[config.mk]
export PLATFORM = sky130hd
export DESIGN_NAME = id_hazard_stage
export DESIGN_NICKNAME = d
export VERILOG_FILES = /design/src/rtl/id_pkg.sv /design/src/rtl/id_regfile.sv /design/src/rtl/id_hazard_stage.sv
export SDC_FILE = /design/constraint.sdc
export NUM_CORES = 2
export LEC_CHECK = 0
export ABC_CLOCK_PERIOD_IN_PS = 114200
export CAP_MARGIN = 15
export CELL_PAD_IN_SITES_DETAIL_PLACEMENT = 1
export CELL_PAD_IN_SITES_GLOBAL_PLACEMENT = 2
export CORE_UTILIZATION = 40
export DETAILED_ROUTE_END_ITERATION = 8
export DONT_BUFFER_PORTS = 1
export GPL_ROUTABILITY_DRIVEN = 0
export PLACE_DENSITY_LB_ADDON = 0.25
export SYNTH_ARGS = -nofsm -noshare
export SYNTH_HDL_FRONTEND = slang
export SYNTH_SLANG_ARGS = --single-unit
[constraint.sdc]
create_clock -name i_clk -period 114.2 [get_ports i_clk]
set_clock_uncertainty 0.2 [all_clocks]
set_input_delay 17.13 -clock i_clk [delete_from_list [all_inputs] [get_ports i_clk]]
set_output_delay 17.13 -clock i_clk [all_outputs]
set_load 0.05 [all_outputs]
[src/rtl/id_pkg.sv]
// Shared constants for the ID stage: default widths, MIPS opcode/funct codes
// and the control-flow classification used by the hazard and branch logic.
package id_pkg;

  localparam int NB_REG_DEF  = 32;
  localparam int NB_ADDR_DEF = 5;
  localparam int NB_CNT_DEF  = 16;

  localparam logic [5:0] OP_SPECIAL = 6'b000000;
  localparam logic [5:0] OP_BEQ     = 6'b000100;
  localparam logic [5:0] OP_BNE     = 6'b000101;
  localparam logic [5:0] OP_BLEZ    = 6'b000110;
  localparam logic [5:0] OP_BGTZ    = 6'b000111;
  localparam logic [5:0] FN_JR      = 6'b001000;
  localparam logic [5:0] FN_JALR    = 6'b001001;

  typedef enum logic [2:0] {
    CF_NONE,
    CF_BEQ,
    CF_BNE,
    CF_BLEZ,
    CF_BGTZ,
    CF_JUMPREG
  } cf_e;

  function automatic cf_e decode_cf(input logic [5:0] op, input logic [5:0] fn);
    case (op)
      OP_BEQ:     return CF_BEQ;
      OP_BNE:     return CF_BNE;
      OP_BLEZ:    return CF_BLEZ;
      OP_BGTZ:    return CF_BGTZ;
      OP_SPECIAL: return (fn == FN_JR || fn == FN_JALR) ? CF_JUMPREG : CF_NONE;
      default:    return CF_NONE;
    endcase
  endfunction

endpackage

[src/rtl/id_regfile.sv]
// Register file with one write port and three read ports (rs, rt, debug);
// each read port sees a same-cycle write-back through a bypass.
module id_regfile
  import id_pkg::*;
#(
  parameter int NB_REG  = NB_REG_DEF,
  parameter int NB_ADDR = NB_ADDR_DEF
) (
  input  logic               i_clk,
  input  logic               i_reset,
  input  logic               i_en,
  input  logic               i_wb_we,
  input  logic [NB_ADDR-1:0] i_wb_addr,
  input  logic [NB_REG-1:0]  i_wb_data,
  input  logic [NB_ADDR-1:0] i_rs_addr,
  input  logic [NB_ADDR-1:0] i_rt_addr,
  input  logic [NB_ADDR-1:0] i_dbg_addr,
  output logic [NB_REG-1:0]  o_rs_data,
  output logic [NB_REG-1:0]  o_rt_data,
  output logic [NB_REG-1:0]  o_dbg_data
);

  localparam int NREG = 2 ** NB_ADDR;

  logic [NB_REG-1:0] regs_q [NREG];

  // NOTE: the whole array is cleared on reset because software relies on a
  // zeroed file after reset; this rules out mapping it onto a block RAM.
  always_ff @(posedge i_clk or posedge i_reset) begin
    if (i_reset) begin
      for (int i = 0; i < NREG; i++) regs_q[i] <= '0;
    end else if (i_en && i_wb_we && i_wb_addr != '0) begin
      regs_q[i_wb_addr] <= i_wb_data;
    end
  end

  function automatic logic [NB_REG-1:0] read_port(input logic [NB_ADDR-1:0] addr,
                                                  input logic [NB_REG-1:0]  stored);
    if (addr == '0)                        return '0;
    else if (i_wb_we && i_wb_addr == addr) return i_wb_data;
    else                                   return stored;
  endfunction

  assign o_rs_data  = read_port(i_rs_addr,  regs_q[i_rs_addr]);
  assign o_rt_data  = read_port(i_rt_addr,  regs_q[i_rt_addr]);
  assign o_dbg_data = read_port(i_dbg_addr, regs_q[i_dbg_addr]);

endmodule

[src/rtl/id_hazard_stage.sv]
// Instruction-decode stage: register read, load-use/branch hazard detection,
// same-cycle branch resolution and the ID/EX pipeline register.
module id_hazard_stage
  import id_pkg::*;
#(
  parameter int NB_REG  = NB_REG_DEF,
  parameter int NB_ADDR = NB_ADDR_DEF,
  parameter int NB_CNT  = NB_CNT_DEF
) (
  input  logic               i_clk,
  input  logic               i_reset,
  input  logic               i_en,
  input  logic               i_valid,
  input  logic [NB_REG-1:0]  i_inst,
  input  logic [NB_REG-1:0]  i_pcplus4,
  input  logic               i_wb_we,
  input  logic [NB_ADDR-1:0] i_wb_addr,
  input  logic [NB_REG-1:0]  i_wb_data,
  input  logic               i_ex_we,
  input  logic               i_ex_memread,
  input  logic [NB_ADDR-1:0] i_ex_addr,
  input  logic               i_mem_we,
  input  logic               i_mem_memread,
  input  logic [NB_ADDR-1:0] i_mem_addr,
  input  logic [NB_REG-1:0]  i_mem_data,
  input  logic [NB_ADDR-1:0] i_dunit_addr,
  output logic [NB_REG-1:0]  o_dunit_reg,
  output logic               o_stall,
  output logic               o_flush,
  output logic               o_pcsrc,
  output logic [NB_REG-1:0]  o_pc_target,
  output logic               o_valid,
  output logic [NB_REG-1:0]  o_rs_data,
  output logic [NB_REG-1:0]  o_rt_data,
  output logic [NB_REG-1:0]  o_imm,
  output logic [NB_REG-1:0]  o_pcplus8,
  output logic [NB_ADDR-1:0] o_rs_addr,
  output logic [NB_ADDR-1:0] o_rt_addr,
  output logic [NB_ADDR-1:0] o_rd_addr,
  output logic [5:0]         o_opcode,
  output logic [5:0]         o_funct,
  output logic [NB_CNT-1:0]  o_stall_cnt
);

  typedef struct packed {
    logic               valid;
    logic [NB_REG-1:0]  rs_data;
    logic [NB_REG-1:0]  rt_data;
    logic [NB_REG-1:0]  imm;
    logic [NB_REG-1:0]  pcplus8;
    logic [NB_ADDR-1:0] rs_addr;
    logic [NB_ADDR-1:0] rt_addr;
    logic [NB_ADDR-1:0] rd_addr;
    logic [5:0]         opcode;
    logic [5:0]         funct;
  } idex_t;

  logic [5:0]         opcode, funct;
  logic [NB_ADDR-1:0] rs, rt, rd;
  logic [NB_REG-1:0]  imm_ext, rs_rf, rt_rf, rs_br, rt_br;
  cf_e                cf;
  logic               uses_rt, load_use, ex_hit, mem_hit, cond;
  idex_t              idex_q, idex_d;
  logic [NB_CNT-1:0]  cnt_q, cnt_d;

  assign opcode  = i_inst[31:26];
  assign rs      = i_inst[25:21];
  assign rt      = i_inst[20:16];
  assign rd      = i_inst[15:11];
  assign funct   = i_inst[5:0];
  assign imm_ext = {{(NB_REG-16){i_inst[15]}}, i_inst[15:0]};

  id_regfile #(.NB_REG(NB_REG), .NB_ADDR(NB_ADDR)) u_regfile (
    .i_clk      (i_clk),
    .i_reset    (i_reset),
    .i_en       (i_en),
    .i_wb_we    (i_wb_we),
    .i_wb_addr  (i_wb_addr),
    .i_wb_data  (i_wb_data),
    .i_rs_addr  (rs),
    .i_rt_addr  (rt),
    .i_dbg_addr (i_dunit_addr),
    .o_rs_data  (rs_rf),
    .o_rt_data  (rt_rf),
    .o_dbg_data (o_dunit_reg)
  );

  // Branches resolve in ID, so an ALU result sitting in MEM is forwarded here;
  // a load in MEM has no data yet and is covered by the stall instead.
  assign rs_br = (i_mem_we && !i_mem_memread && i_mem_addr == rs && rs != '0) ? i_mem_data : rs_rf;
  assign rt_br = (i_mem_we && !i_mem_memread && i_mem_addr == rt && rt != '0) ? i_mem_data : rt_rf;

  assign cf       = decode_cf(opcode, funct);
  assign uses_rt  = (cf == CF_BEQ) || (cf == CF_BNE);
  assign load_use = i_ex_memread && i_ex_addr != '0 && (i_ex_addr == rs || i_ex_addr == rt);
  assign ex_hit   = i_ex_we && i_ex_addr != '0 &&
                    (i_ex_addr == rs || (uses_rt && i_ex_addr == rt));
  assign mem_hit  = i_mem_memread && i_mem_addr != '0 &&
                    (i_mem_addr == rs || (uses_rt && i_mem_addr == rt));

  assign o_stall  = i_en && i_valid && (load_use || (cf != CF_NONE && (ex_hit || mem_hit)));

  // NOTE: every combinational output gets a default before the case so no
  // path leaves it unassigned, which would otherwise infer a latch.
  always_comb begin
    cond = 1'b0;
    case (cf)
      CF_BEQ:     cond = (rs_br == rt_br);
      CF_BNE:     cond = (rs_br != rt_br);
      CF_BLEZ:    cond = rs_br[NB_REG-1] || (rs_br == '0);
      CF_BGTZ:    cond = !rs_br[NB_REG-1] && (rs_br != '0);
      CF_JUMPREG: cond = 1'b1;
      default:    cond = 1'b0;
    endcase
  end

  assign o_pcsrc     = i_en && i_valid && !o_stall && cond;
  assign o_flush     = o_pcsrc;
  assign o_pc_target = (cf == CF_JUMPREG) ? rs_br : i_pcplus4 + (imm_ext << 2);

  always_comb begin
    idex_d = idex_q;
    cnt_d  = cnt_q;
    if (i_en) begin
      if (o_stall) begin
        idex_d = '0;
      end else begin
        idex_d.valid   = i_valid;
        idex_d.rs_data = rs_rf;
        idex_d.rt_data = rt_rf;
        idex_d.imm     = imm_ext;
        idex_d.pcplus8 = i_pcplus4 + NB_REG'(4);
        idex_d.rs_addr = rs;
        idex_d.rt_addr = rt;
        idex_d.rd_addr = rd;
        idex_d.opcode  = opcode;
        idex_d.funct   = funct;
      end
    end
    if (o_stall && cnt_q != '1) cnt_d = cnt_q + NB_CNT'(1);
  end

  // NOTE: state is updated with non-blocking assignments so every register
  // samples pre-edge values regardless of statement order.
  always_ff @(posedge i_clk or posedge i_reset) begin
    if (i_reset) begin
      idex_q <= '0;
      cnt_q  <= '0;
    end else begin
      idex_q <= idex_d;
      cnt_q  <= cnt_d;
    end
  end

  assign o_valid     = idex_q.valid;
  assign o_rs_data   = idex_q.rs_data;
  assign o_rt_data   = idex_q.rt_data;
  assign o_imm       = idex_q.imm;
  assign o_pcplus8   = idex_q.pcplus8;
  assign o_rs_addr   = idex_q.rs_addr;
  assign o_rt_addr   = idex_q.rt_addr;
  assign o_rd_addr   = idex_q.rd_addr;
  assign o_opcode    = idex_q.opcode;
  assign o_funct     = idex_q.funct;
  assign o_stall_cnt = cnt_q;

endmodule

Word level (Yosys, flattened, before mapping)

Cells that the tools add are included.

Bits of input ports: 157
Register bits: 1196
Word-level logic and storage cells: 150
Memory bits (read-only): 0
Memory bits (writable): 0
Output and inout bits: 239
Latch bits: 0
Memories: 0

Add/subtract/negate cells: 3
Multiply operators: 0
Reduce and logical (&&, ||, !) cells: 49
Bitwise logic cells: 4
Div/mod/pow operators: 0
Magnitude comparators: 5
Muxes and demuxes: 25
Shift operators: 0
Equality and inequality tests: 21

Operator list:

| operator                | number |
|---|---|
| $bwmux W1024            | 1 |
| $mux W32                | 16 |
| $bmux W32 S5            | 3 |
| $demux W32 S5           | 1 |
| $mux W156               | 1 |
| $eq A5 B5 Y1            | 7 |
| $add A32 B3 Y32 const B | 1 |
| $add A32 B32 Y32        | 1 |
| $eq A32 B32 Y1          | 1 |
| $logic_not A32 Y1       | 1 |
| $ne A32 B32 Y1          | 1 |
| $reduce_bool A32 Y1     | 1 |
| $logic_and A1 B1 Y1     | 26 |
| $reduce_bool A5 Y1      | 5 |
| $eq A6 B3 Y1 const B    | 4 |
| $ge A6 B6 Y1 const B    | 4 |
| $not A5 Y6              | 4 |
| $add A16 B1 Y16 const B | 1 |
| $ne A16 B16 Y1 const B  | 1 |
| $logic_not A5 Y1        | 3 |
| $pmux W3 S5             | 1 |
| $eq A6 B4 Y1 const B    | 2 |
| $logic_or A1 B1 Y1      | 8 |
| $eq A3 B2 Y1 const B    | 2 |
| other kinds (8)         | 11 |

Longest topological paths before layout

Word-level depth: 16
Gate-level depth with buffers: 19
Depth with buffers taken out: 15

Cells and area by module

Synthesis repeated with hierarchy kept, for this count alone.

Cells, all modules: 5928
Area total of the unflattened synthesis: 74108.6 um2

Modules (own cells, without submodules):

| module          | sequential area each (um2) | cells an instance | instances | area an instance (um2) |
|---|---|---|---|---|
| id_regfile      | 25624.6                    | 4503              | 1         | 63086.8 |
| id_hazard_stage | 3628.5                     | 1425              | 1         | 11021.8 |

Least setup slack after synthesis

No wires, ideal clock.

Kind: input to output
From: input port i_inst[17]
To: output port o_pcsrc
Stages: 17
Data required time: 96.870 ns
Buffers on the path: 6
Slack: 76.015 ns
Arrival: 20.855 ns
Cells stage by stage: buf_4 > buf_2 > buf_2 > buf_1 > buf_1 > mux4_2 > a22oi_1 > nand4_1 > a31oi_1 > xnor2_1 > nor3_1 > nand4_1 > nor4_1 > nand4_1 > mux2i_1 > o211ai_1 > buf_4

Word-level cells in the longest chain between the ends: 11
Elaborated cells on any way between the ends: 33
Classes of those cells: eq/ne: 5; mux: 7; bitwise: 1; reduce/logical: 20

Ends and longest elaborated chain:

| element                                               | RTL line               | source |
|---|---|---|
| start: declaration                                    | id_hazard_stage.sv:14  | `input logic [NB_REG-1:0] i_inst,` |
| branches (longest 10 deep; another with $bmux W32 S5) | n/a                    |  |
| $logic_and A1 B1 Y1 *                                 | id_hazard_stage.sv:117 | `assign o_pcsrc = i_en && i_valid && !o_stall && cond;` |
| end: declaration                                      | id_hazard_stage.sv:30  | `output logic o_pcsrc,` |

Mark *: on every way between the ends. The select of a mux whose other input is x is not followed.

Final worst setup path

From: input port i_inst[23]
To: output port o_pcsrc

Word-level cells in the longest chain between the ends: 11
Elaborated cells on any way between the ends: 36
Classes of those cells: eq/ne: 5; mux: 7; bitwise: 1; reduce/logical: 23

Ends and longest elaborated chain:

| element                                                          | RTL line                                       | source |
|---|---|---|
| $not A5 Y6 (not written as such)                                 | id_regfile.sv:44                               | `assign o_rs_data = read_port(i_rs_addr, regs_q[i_rs_addr]);` |
| $bmux W32 S5                                                     | id_regfile.sv:44                               |  |
| $mux W32 (not written as such) (2 in series)                     | id_regfile.sv:44                               |  |
| $mux W32                                                         | id_regfile.sv:40                               | `else if (i_wb_we && i_wb_addr == addr) return i_wb_data;` |
| $mux W32                                                         | id_regfile.sv:39                               | `if (addr == '0) return '0;` |
| $mux W32                                                         | id_hazard_stage.sv:90                          | `assign rs_br = (i_mem_we && !i_mem_memread && i_mem_addr == rs && rs != '0) ? i_mem_data : rs_rf;` |
| $reduce_bool A32 Y1 (tied with other cells)                      | id_hazard_stage.sv:111                         | `CF_BGTZ: cond = !rs_br[NB_REG-1] && (rs_br != '0);` |
| $logic_and A1 B1 Y1 / $logic_or A1 B1 Y1 (equally long branches) | id_hazard_stage.sv:111, id_hazard_stage.sv:110 |  |
| $pmux W1 S5                                                      | id_hazard_stage.sv:107                         | `case (cf)` |
| $logic_and A1 B1 Y1 *                                            | id_hazard_stage.sv:117                         |  |

Mark *: on every way between the ends. The rest lies on a longest branch, timed or not. The select of a mux whose other input is x is not followed.

==> summary.txt <==
Run status
  – Status: complete, no violations

Synthesis
  – Syn avg cell area: 13.2 sq um
  – Synthesized area: roughly 74000 sq um
  – Synth area leaders: dfrtp_1 40%, mux4_2 21%, mux2_2 16%
  – Ys Warns: 0
  – Number of flops mapped to enable cells by yosys: 0
  – Mapped Cells: about 5600
  – Most frequent cell after synthesis: dfrtp_1
  – Prevailing post-synth register cell: dfrtp_1
  – Share of the synthesized area in the top cell type: 0.396
  – Sequential fraction of the synthesis area: 0.396
  – Mapped Nets: 5805
  – Synth unique cells: 84
  – Ys async rst share: 1.00
  – Commonest cells post-synth: 1169 x dfrtp_1, 1020 x mux2_2, 680 x mux4_2
  – #FFs+latches synth: roughly 1200
  – Synth area leader: dfrtp_1

Pwr
  – Internal power: 0.852 mW
  – Sw frac: 0.315
  – Share of total power in combinational logic: 0.204
  – Clk pwr share: 0.359
  – Sequential Power Share: 0.437
  – VDD IR-drop max: between 10 and 15 uV
  – Pwr dens: about 16 nW/um^2
  – Sw power: a little under 0.4 mW
  – P_leak: around 34 nW

Floorplanning
  – Cell Rows: 157
  – Ports: about 400
  – Die Ht: 432 um
  – Core area: about 180000 sq um
  – Die width: ~430 um
  – Initial Util: 0.403
  – Total die area: about 190000 sq um

Critical path
  – CP Cell Sequence: or3b_4 -> buf_4 -> o221ai_1 -> a221oi_1 -> a211oi_1 -> a21oi_1 -> o21ai_0 -> nor4_1 -> and4_1 -> a32o_1 -> nor3_1 -> mux2i_1 -> o211ai_1 -> buf_4 -> buf_6
  – CP Class: in -> out
  – Critical path data arrival time: 22470 ps
  – Setup slack, reg-to-reg: 110860 ps
  – Most used cell, CP: buf_4
  – Crit. End Element: primary output
  – Startpoint Class: input port
  – Crit Path Max Fanout: between 100 and 150
  – Max incr delay on CP: between 800 and 900 ps
  – CP max-delay cell: a21oi_1
  – Required time of the critical path: between 90000 and 100000 ps

Finish
  – Non-filler cells, final: 7815
  – Multi-input logic area: approximately 42000 sq um
  – Area occupied by registers: approximately 29000 sq um
  – Final #Nets: roughly 5400
  – Layout area overhead: 8.24%
  – Fill cells: approximately 18000
  – Share of cells above drive strength 1: 0.398

Detailed routing
  – Vias per cell: 7.01
  – # DRC: 0
  – Final WL: 320000 um
  – Initial drt markers: 6231
  – DR pass1 iterations: 8
  – WL/cell: 41.0 um
  – Antenna viol nets, final: 0
  – Via Count: about 55000

STA
  – Total negative slack for setup checks: 0 ps
  – Tcrit/Tclk final: 0.349
  – Fmax: between 20 and 30 MHz
  – RSZ-0062 raised after global routing: no
  – Hold Vio Cnt, Final: 0
  – Final critical-path setup slack: around 74000 ps
  – Final Max Tran Viols: 0
  – Worst slew margin: 0.122
  – Slew @ Worst Pin: between 1000 and 1500 ps
  – Min Tclk post-route: between 30000 and 40000 ps
  – Setup-failing EPs final: 0

GRT
  – Total congestion overflow: 0
  – GRT Max-Usage Layer: met2
  – Pin count of the biggest net entering global routing: between 300 and 400
  – Gr usage total: 0.342
  – Vias in the first global route: approximately 55000
  – Met1 Use GR: 0.452
  – GR Util met2: 0.519
  – Initial antenna violation count: 17
  – First-pass GRT wire length: 452000 um
  – Met3 usage: 0.0901

CTS
  – Worst-path clk slew: about 60 ps
  – Clk Latency, worst-skew pair: 810 ps
  – Post-cts hold buffer count: 0
  – Post_cts resized: 0
  – CTS tree: yes
  – Max Root-Sink Buffers: 3
  – Cts bufs inserted: approximately 140
  – H-tree Lvls: 4
  – Postcts setup bufs: 0
  – Clock root buffer: clkbuf_16
  – Clock sink total: ~1200

Flow run
  – Max-cap violations: 0

Placement
  – Place WS: about 75000 ps
  – I/O Buffers: 0
  – Inst Count DP: ~7600
  – Hpwl dp: roughly 190000 um

Min path
  – Hold Path Class: reg -> reg
==> cell families (layout without fill, tap and decap cells) <==
group / Yosys count / after routing / synth area share
flip-flops: 1169 / 1169 / 0.396
XOR/XNOR: 126 / 126 / 0.0149
AND/OR/NAND/NOR: 735 / 735 / 0.0478
AO/OA/AOI/OAI: 842 / 842 / 0.0826
adder cells (fa/ha/maj): 32 / 32 / 0.00552
multiplexers: 2044 / 2044 / 0.412
buffers and inverters: 668 / 388 / 0.0415
other: 0 / 15 / 0
==> registers in the layout, summed over array words and instances, names as in the netlist, 6 cells and up <==
signal and cells:
u_regfile.regs_q 1024, o_rs_data 32, o_stall_cnt 16, o_opcode 6, o_pcplus8 32, o_rt_data 32
o_imm 16
==> path summary, 6_finish.rpt <==
path | startpoint | to | cells after the start
min | u_regfile.regs_q[1017] | u_regfile.regs_q[1017] | 0
max reg2reg | u_regfile.regs_q[83] | o_rs_data[19] | 7
max | i_inst[23] | o_pcsrc | 15
min in group asynchronous | i_reset | u_regfile.regs_q[32] | 1
max in group asynchronous | i_reset | o_pcplus8[20] | 6
min reg2reg | u_regfile.regs_q[1017] | u_regfile.regs_q[1017] | 0
==> cell usage in the layout, fill, tap and decap left out, types with 105 or more instances in the layout <==
cell,Yosys,final
nor2_1,134,117
mux4_2,680,680
mux2i_1,333,332
a21oi_1,114,114
nand2_1,272,267
buf_4,58,105
clkbuf_16,0,139
dfrtp_1,1169,1168
mux2_2,1020,1020
o21ai_0,123,106
==> final cells by class <==
type                            count  share of cell area
Multi-Input combinational cell   3779               0.526
Sequential cell                  1169               0.366
Clock buffer                      206              0.0501
Tap cell                         2464              0.0386
Timing Repair Buffer              115              0.0119
Clock inverter                     34             0.00540
Inverter                           33             0.00167
Antenna cell                       15            0.000469
==> per-layer routing <==
layer | share of wire | vias up | wire length [um]
met5 | 0.00022 | - | 69
met4 | 0.057 | 10 | 18300
met3 | 0.096 | 752 | 30800
met2 | 0.45 | 2960 | 144000
met1 | 0.40 | 29800 | 127000
li1 | - | 21200 | -
==> critical path: cells and delay by family <==
family,cells,cell delay [ps]
AOI/OAI and AO/OA,7,2330
buffers and inverters,3,1080
and+or+nand+nor,4,1530
muxes,1,160
==> stage by stage <==
stage	cell area, sq um	hold WS, ps	util	power [mW]
floorplan	73900	255	-	0.736
global placement	75400	193	0.411	0.789
detailed placement	75400	202	0.411	0.796
CTS	79900	214	0.436	1.24
global route	80000	233	0.436	1.28
finish	80000	218	0.436	1.24
==> power by group through the flow <==
stage               clock network (mW)  logic [mW]  registers, mW
floorplan                            0       0.210          0.526
CTS                              0.453       0.249          0.540
detailed placement                   0       0.248          0.548
global placement                     0       0.245          0.544
finish                           0.446       0.254          0.543
global route                     0.468       0.267          0.550
No activity file was read; power rests on OpenSTA's default activity.
